[config.mk]
export PLATFORM = sky130hd
export DESIGN_NAME = sipo_frame_rx_ctrl
export DESIGN_NICKNAME = d
export VERILOG_FILES = /design/src/rtl/sipo_rx_pkg.sv /design/src/rtl/sipo_shift_reg.sv /design/src/rtl/sipo_frame_rx_ctrl.sv
export SDC_FILE = /design/constraint.sdc
export NUM_CORES = 1
export LEC_CHECK = 0
export BUFFER_PORTS_ARGS = -buffer_cell sky130_fd_sc_hd__buf_2
export CAP_MARGIN = 10
export CORE_MARGIN = 2
export CORE_UTILIZATION = 45
export DETAILED_ROUTE_END_ITERATION = 16
export PLACE_DENSITY = 0.67
export SLEW_MARGIN = 10
export SYNTH_ARGS = -nofsm -noshare
export SYNTH_HDL_FRONTEND = slang
export SYNTH_HIERARCHICAL = 1
export SYNTH_SLANG_ARGS = --single-unit
[constraint.sdc]
create_clock -name Clk -period 1.9 [get_ports Clk]
set_input_delay 0.19 -clock Clk [delete_from_list [all_inputs] [get_ports Clk]]
set_output_delay 0.19 -clock Clk [all_outputs]
set_load 0.1 [all_outputs]
[src/rtl/sipo_rx_pkg.sv]
// sipo_rx_pkg: shared FSM state encoding and counter-width helper for the framed serial receiver
package sipo_rx_pkg;
  typedef enum logic [1:0] {IDLE = 2'd0, DATA = 2'd1, PARITY = 2'd2, STOP = 2'd3} state_t;
  function automatic int cnt_w(input int w);
    return $clog2(w + 1);
  endfunction
endpackage

[src/rtl/sipo_shift_reg.sv]
// sipo_shift_reg: MSB-first serial-in/parallel-out shift register with async clear
module sipo_shift_reg #(
  parameter int WIDTH = 4
) (
  input  logic             Clk,
  input  logic             Reset,
  input  logic             ShiftEn,
  input  logic             ShiftIn,
  output logic [WIDTH-1:0] ParallelOut
);
  always_ff @(posedge Clk or posedge Reset)
    if (Reset) ParallelOut <= '0;
    else if (ShiftEn) ParallelOut <= {ParallelOut[WIDTH-2:0], ShiftIn};
endmodule

[src/rtl/sipo_frame_rx_ctrl.sv]
// sipo_frame_rx_ctrl: framed serial word receiver with valid/ready output; even parity enabled by SIPO_RX_PARITY_EN
module sipo_frame_rx_ctrl
  import sipo_rx_pkg::*;
#(
  parameter int WIDTH = 4
) (
  input  logic             Clk,
  input  logic             Reset,
  input  logic             BitTick,
  input  logic             SerialIn,
  input  logic             DataReady,
  output logic [WIDTH-1:0] DataOut,
  output logic             DataValid,
  output logic             FrameErr,
  output logic             ParityErr,
  output logic             Overrun,
  output logic             Busy
);
  localparam int CW = cnt_w(WIDTH);
`ifdef SIPO_RX_PARITY_EN
  localparam state_t AFTER_DATA = PARITY;
`else
  localparam state_t AFTER_DATA = STOP;
`endif
  state_t state, state_n;
  logic [CW-1:0] count;
  logic [WIDTH-1:0] sreg;
  logic shift_en, stop_tick, perr, good, accept;
  sipo_shift_reg #(.WIDTH(WIDTH)) u_sreg (
    .Clk(Clk), .Reset(Reset), .ShiftEn(shift_en), .ShiftIn(SerialIn), .ParallelOut(sreg)
  );
  always_ff @(posedge Clk or posedge Reset)
    if (Reset) state <= IDLE;
    else state <= state_n;
  always_comb begin
    state_n = state;
    if (BitTick)
      case (state)
        IDLE:    state_n = SerialIn ? IDLE : DATA;
        DATA:    state_n = (count == CW'(WIDTH - 1)) ? AFTER_DATA : DATA;
        PARITY:  state_n = STOP;
        default: state_n = IDLE;
      endcase
  end
  always_comb begin
    shift_en  = BitTick && state == DATA;
    stop_tick = BitTick && state == STOP;
    Busy      = state != IDLE;
  end
  always_ff @(posedge Clk or posedge Reset)
    if (Reset) count <= '0;
    else if (BitTick && state == IDLE) count <= '0;
    else if (shift_en) count <= count + CW'(1);
`ifdef SIPO_RX_PARITY_EN
  logic par_bit;
  always_ff @(posedge Clk or posedge Reset)
    if (Reset) par_bit <= 1'b0;
    else if (BitTick && state == PARITY) par_bit <= SerialIn;
  assign perr = ^{sreg, par_bit};
`else
  assign perr = 1'b0;
`endif
  assign good   = stop_tick && SerialIn && !perr;
  assign accept = good && (!DataValid || DataReady);
  // a good word arriving while the previous one is still pending is dropped as an overrun
  always_ff @(posedge Clk or posedge Reset)
    if (Reset) begin
      DataOut   <= '0;
      DataValid <= 1'b0;
      FrameErr  <= 1'b0;
      ParityErr <= 1'b0;
      Overrun   <= 1'b0;
    end else begin
      DataOut   <= accept ? sreg : DataOut;
      DataValid <= accept || (DataValid && !DataReady);
      FrameErr  <= stop_tick && !SerialIn;
      ParityErr <= stop_tick && perr;
      Overrun   <= good && DataValid && !DataReady;
    end
endmodule

==> results of run 1 <==
## metal layers
| layer | GRT usage (%) | part of all wire, % |
|---|---|---|
| met1 | 20.7 | 48 |
| met2 | 22.6 | 44 |
| met3 | 2.80 | 4.1 |
| met4 | 14.1 | 3.7 |
| met5 | 0 | 0 |
## area by class of cell
class | count | area, um2
Tap cell | 16 | 20.0
Clock buffer | 4 | 36.3
Multi-Input combinational cell | 33 | 315
Sequential cell | 16 | 400
Inverter | 9 | 33.8
Timing Repair Buffer | 13 | 70.1
Fill cell | 138 | 683
## how the worst max path moves through the flow
stage / endpoint / depth (start not counted) / start / slack [ps]
after detailed placement: u_sreg/ParallelOut[3]$_DFFE_PP0P_ / 5 / state[1]$_DFFE_PP0P_ / 450
after global placement: Busy / 4 / state[0]$_DFFE_PP0P_ / 480
final: Busy / 4 / state[0]$_DFFE_PP0P_ / 130
after CTS: Busy / 4 / state[0]$_DFFE_PP0P_ / 120
after floorplan: DataOut[0]$_DFFE_PP0P_ / 3 / DataValid$_DFF_PP0_ / 220
after global routing: Busy / 4 / state[0]$_DFFE_PP0P_ / 10
## flip-flops by register name, summed over array words and instances (netlist names)
name / cells
DataOut: 4
DataValid: 1
FrameErr: 1
Overrun: 1
count: 3
state: 2
u_sreg/ParallelOut: 4
## cells by family after synthesis
family                   after synthesis  synth area share, %
AND/OR/NAND/NOR                        9                 8.80
adder cells (fa/ha/maj)                6                 9.77
other                                  1                0.488
buffers and inverters                 11                 6.84
flip-flops                            16                 52.1
multiplexers                           9                 15.1
AO/OA/AOI/OAI                          8                 6.84
## per-stage QoR
stage / instances / hold WS (ps) / util [%] / area, um2 / setup slack [ps]
4_1_cts: 91 / 179 / 56.2 / 876 / 116
6_report: 91 / 178 / 56.2 / 876 / 132
3_3_place_gp: 86 / 88.2 / 53.2 / 830 / 483
2_1_floorplan: 60 / -43.9 / - / 768 / 222
3_5_place_dp: 86 / 84.8 / 53.2 / 830 / 451
5_1_grt: 91 / 199 / 56.2 / 876 / 10.5
## worst max-delay path, cell delays in order, from the launching register on
cell	delay, ps
dfrtp_1	440
inv_1	80
ha_1	250
inv_1	100
buf_2	430
## layout by cell type (no fill, tap or decap)
cell,instances
nor2b_4,1
nand3_4,1
o21ai_0,1
o22ai_1,2
and3_2,1
or2b_1,1
dfrtp_1,16
a31oi_1,2
nand2b_1,1
nor2_1,1
mux2_4,4
nand2_1,3
mux2_2,5
inv_1,9
o31ai_1,1
clkbuf_8,1
buf_2,12
clkbuf_4,3
a32o_1,1
ha_1,6
dlygate4sd3_1,1
a21oi_1,1
conb_1,1
## timing repair
action,in CTS,in global routing
hold buffers,1,0
hold endpoints to repair,16,0
gates resized for setup,0,0
## Yosys cell counts (all sizes together)
library cell	count
a31oi	2
nor2b	1
nor2	1
conb	1
ha	6
buf	2
a21oi	1
a32o	1
o21ai	1
mux2	9
nand2b	1
inv	9
nand2	3
or2b	1
dfrtp	16
o22ai	2
and3	1
o31ai	1
nand3	1
==> results.ini, run 1 <==
[grt]
grt_pass1_vias=471
grt_start_max_net_pins=13
grt_first_pass_wirelength_mm=2.14
gr-total-overflow=0
antenna_found_initial=0
gr-usage-all-layers_pct=16.0

[outcome]
run_status=finished clean

[die]
initial_utilization_pct=49.3
floorplan.io_pins=14
die_h_um=45.3
core_um2=1560
core.rowCount=14
design.die.area_um2=2050
fp.dieW_um=45.3

[sta]
unrepaired_setup_endpoints_after_global_routing=false
fin_skew_ps=8.58
finalSetupViolations=0
setup-tns-final_ps=0
clock.fmax_mhz=565
layout_worst_path_cycle_share_pct=93.1
finalHoldViolations=0
final_max_slew_viol_count=0
period_needed_ps=1770

[routing]
detailedRoute.firstIterationViolations=4
vias=464
finalWirelength_mm=1.25
drt-wirelength-per-cell_um=13.7
drt-vias-per-instance=5.10
ant_nets=0
route.detailed.drc=0
first_pass_iters=4

[synthesis]
post-synth-top-area-fraction_pct=52.1
netlist.top_cell.by_area=dfrtp_1
synth-seq-cells=16
synth-warning-count=6
syn_area_um2=768
syn_nets=71
synth.distinct_cells=21
netlist_instances=60
synthesized_area_per_cell_um2=12.8
ys_seq_area_share_pct=52.1
synthTopCellsByArea=dfrtp_1, ha_1, mux2_4

[clock_network]
tritoncts.num_buffers=3
clock_sinks=16
clkLatencyLatePin_ps=290
htree_levels=1
cts_root_buf=clkbuf_4
cts.path.max_buffers=2
path_clk_slew_ps=100
cts_tree=built
post-cts-setup-buffers=0

[placed_design]
routabilityCongestion=0.755
place.port_buffers=12
dp.final_hpwl_um=895

[worst_setup_path]
critPathLaunchType=register
critPathMaxFanout=5
crit_type=register to output port
worst-r2r-setup-slack_ps=440
rr_startpoint=state[1]$_DFFE_PP0P_
cp-end-kind=output port
r2r_end=u_sreg/ParallelOut[3]$_DFFE_PP0P_
cp_data_arrival_time_ps=1580
ff2ff_path_depth=5
cp_data_required_time_ps=1710

[hold_path]
timing.hold.worst_endpoint=Overrun$_DFF_PP0_
hold_path_startpoint=DataReady
min_path_cells=3
worstHoldPathType=input pin to register

[cells_and_area]
area.growth.synth_to_final_pct=14.0
nNetsFinal=87
fraction_of_final_layout_cells_with_drive_strength_greater_than_1_pct=37.3
antenna-diode-count=0

[flow_run]
number_of_maximum_capacitance_violations=0

Power of run 1 is not shown: default switching activity piles up to over one toggle a cycle in this logic, so the estimate is an artifact.
==> run 2: changes to the inputs <==
- CORE_UTILIZATION: 45 -> 39
- CTS_CLUSTER_SIZE: not set -> 16
- PLACE_DENSITY: 0.67 -> not set
- SYNTH_HIERARCHICAL: 1 -> not set
==> run 2 against run 1 <==
- sequential cell count unchanged
- register-to-register slack improved by 40 ps
- count of clock-buffer cells in the layout unchanged
- synthesized cell count decreased by 5.0%
- critical path depth unchanged
- die area increased by 7.0%
- non-clock buffer count unchanged
- clock skew decreased by 4.7 ps
- synthesized area decreased by 6.7%
- via count decreased by 5.0%
- sequential share of layout area increased by 1.6 points
- critical path type unchanged
- highest routed layer unchanged
==> results.ini, run 2 <==
[sta]
period_needed_ps=1690
finalSetupViolations=0
clock.fmax_mhz=590
layout_worst_path_cycle_share_pct=89.2
finalHoldViolations=0
worst_margin_slew_ps=616
fin_skew_ps=3.87
slew-limit-headroom_pct=58.9
hold_slack_ps=191
unrepaired_setup_endpoints_after_global_routing=false
setup-tns-final_ps=0
final_max_slew_viol_count=0

[clock_network]
cts_tree=built
post-cts-setup-buffers=0
clock_sinks=16
tritoncts.num_buffers=3
htree_levels=1
clkLatencyLatePin_ps=280
path_clk_slew_ps=90
post_cts_resized=0
cts.hold.buffers_added=1
cts_root_buf=clkbuf_4
cts.path.max_buffers=2

[placed_design]
dp.final_hpwl_um=799
place.port_buffers=12
routabilityCongestion=0.661
postPlaceCellArea_um2=801

[synthesis]
netlist.top_cell.by_area=dfrtp_1
synth.most_common_cell=dfrtp_1
post-synth-top-area-fraction_pct=55.8
netlist_instances=57
yosys-top-cells-count=dfrtp_1, mux2_2, ha_1, inv_1, nand2_1
syn_nets=68
synth-warning-count=0
syn_area_um2=717
synthesized_area_per_cell_um2=12.6
synthTopCellsByArea=dfrtp_1, mux2_2, ha_1
synth-seq-cells=16
post_synth_edffs=0
synth-async-reset-ratio_pct=100
synth.distinct_cells=19
ys_seq_area_share_pct=55.8
dominantRegCellSynth=dfrtp_1

[pwr]
power.static_leakage_nw=0.460
powerDensity_nw_per_um2=1580
vdd_ir_drop_max_mv=0.625

[worst_setup_path]
crit_type=register to output port
crit_buf_inv=3
path_cells=inv_1 > ha_1 > inv_1 > buf_2
cp_data_arrival_time_ps=1500
critical-path-max-stage-delay_ps=430
cp-end-kind=output port
critPathMaxFanout=5
critPathLaunchType=register
cp_slowest_cell=dfrtp_1
worst_path_dominant_cell_family=buffers and inverters
timing.critical_path.mode_cell=inv_1
cp_data_required_time_ps=1710

[grt]
antenna_found_initial=0
gr-total-overflow=0
gr-usage-all-layers_pct=11.8
grt_start_max_net_pins=17
grt_first_pass_wirelength_mm=1.70
grt_pass1_vias=394

[cells_and_area]
final.fill_count=169
multiInputGateArea_um2=287
fraction_of_final_layout_cells_with_drive_strength_greater_than_1_pct=37.0
area.growth.synth_to_final_pct=18.1
finalInstanceArea_um2=847
layout_commonest_cell=dfrtp_1
antenna-diode-count=0
register_area_um2=400
mostFrequentLayoutCells=dfrtp_1, buf_2, mux2_2
biggestRegsByFlops=DataOut (4), u_sreg.ParallelOut (4), count (3)
nNetsFinal=85

[hold_path]
worstHoldPathType=input pin to register

[die]
core_um2=1730
initial_utilization_pct=41.5
fp.dieW_um=46.9
die_h_um=46.9
floorplan.io_pins=14
core.rowCount=15
design.die.area_um2=2200

[routing]
route.detailed.drc=0
drt-wirelength-per-cell_um=11.0
drt-vias-per-instance=4.50
first_pass_iters=2
vias=441
detailedRoute.firstIterationViolations=3
finalWirelength_mm=1.07
ant_nets=0

[outcome]
run_status=finished clean

[flow_run]
number_of_maximum_capacitance_violations=0

run 2: cell types whose count changed after synthesis, sizes merged:
cell   before  now
inv         9    6
a22o        0    1
a32o        1    0
buf         2    1
mux2        9    8
nand2       3    4
nor2        1    2
o21ai       1    2
o22ai       2    1
run 2: kinds of logic after synthesis:
family / Yosys count / share of synthesized area [%]
flip-flops: 16 / 55.8
AND/OR/NAND/NOR: 11 / 9.42
AO/OA/AOI/OAI: 8 / 6.98
multiplexers: 8 / 12.6
buffers and inverters: 7 / 4.19
adder cells (fa/ha/maj): 6 / 10.5
other: 1 / 0.523
run 2: per-layer routing:
layer	global-route usage (%)	part of all wire, %	vias up
li1	-	-	222
met1	15.0	48	206
met2	17.0	44	11
met3	5.77	6.9	2
met4	5.00	1.1	0
met5	0	0	-
run 2: through the flow:
stage | setup slack (ps) | total power [mW] | std cells | util (%)
3_5_place_dp | 488 | 1.14 | 93 | 46.4
5_1_grt | 96.7 | 1.44 | 98 | 49.1
3_3_place_gp | 513 | 1.12 | 93 | 46.4
6_report | 206 | 1.34 | 98 | 49.1
4_1_cts | 188 | 1.36 | 98 | 49.1
2_1_floorplan | 262 | 1.03 | 57 | -
run 2: final timing paths:
check / depth (start not counted) / from / to / slack, ps
setup / recovery: 4 / state[1]$_DFFE_PP0P_ / Busy / 210
hold / removal: 2 / BitTick / state[1]$_DFFE_PP0P_ / 190
min in group asynchronous: 3 / Reset / state[1]$_DFFE_PP0P_ / 520
hold reg to reg: 2 / count[2]$_DFFE_PP0P_ / count[2]$_DFFE_PP0P_ / 490
setup reg to reg: 4 / state[1]$_DFFE_PP0P_ / u_sreg.ParallelOut[3]$_DFFE_PP0P_ / 480
max in group asynchronous: 3 / Reset / count[2]$_DFFE_PP0P_ / 980
run 2: layout make-up:
type / count / area share [%]
sequential: 16 / 47.3
clock buffer: 4 / 4.28
tap: 25 / 3.69
multi-input combinational: 34 / 33.8
inverter: 6 / 2.66
timing repair buffer: 13 / 8.27
run 2: power breakdown:
group	switching, mW	internal [mW]	total [mW]
combinational	0.440	0.169	0.609
clock	0.102	0.117	0.219
sequential	0.0718	0.443	0.515
total	0.614	0.729	1.34
run 2: worst register-to-register path, cell delays in order (launching register included):
cell and delay (ps):
dfrtp_1 430, inv_1 80, ha_1 220, nand2_1 220, mux2_2 370
Power figures use the tool's default switching activity.
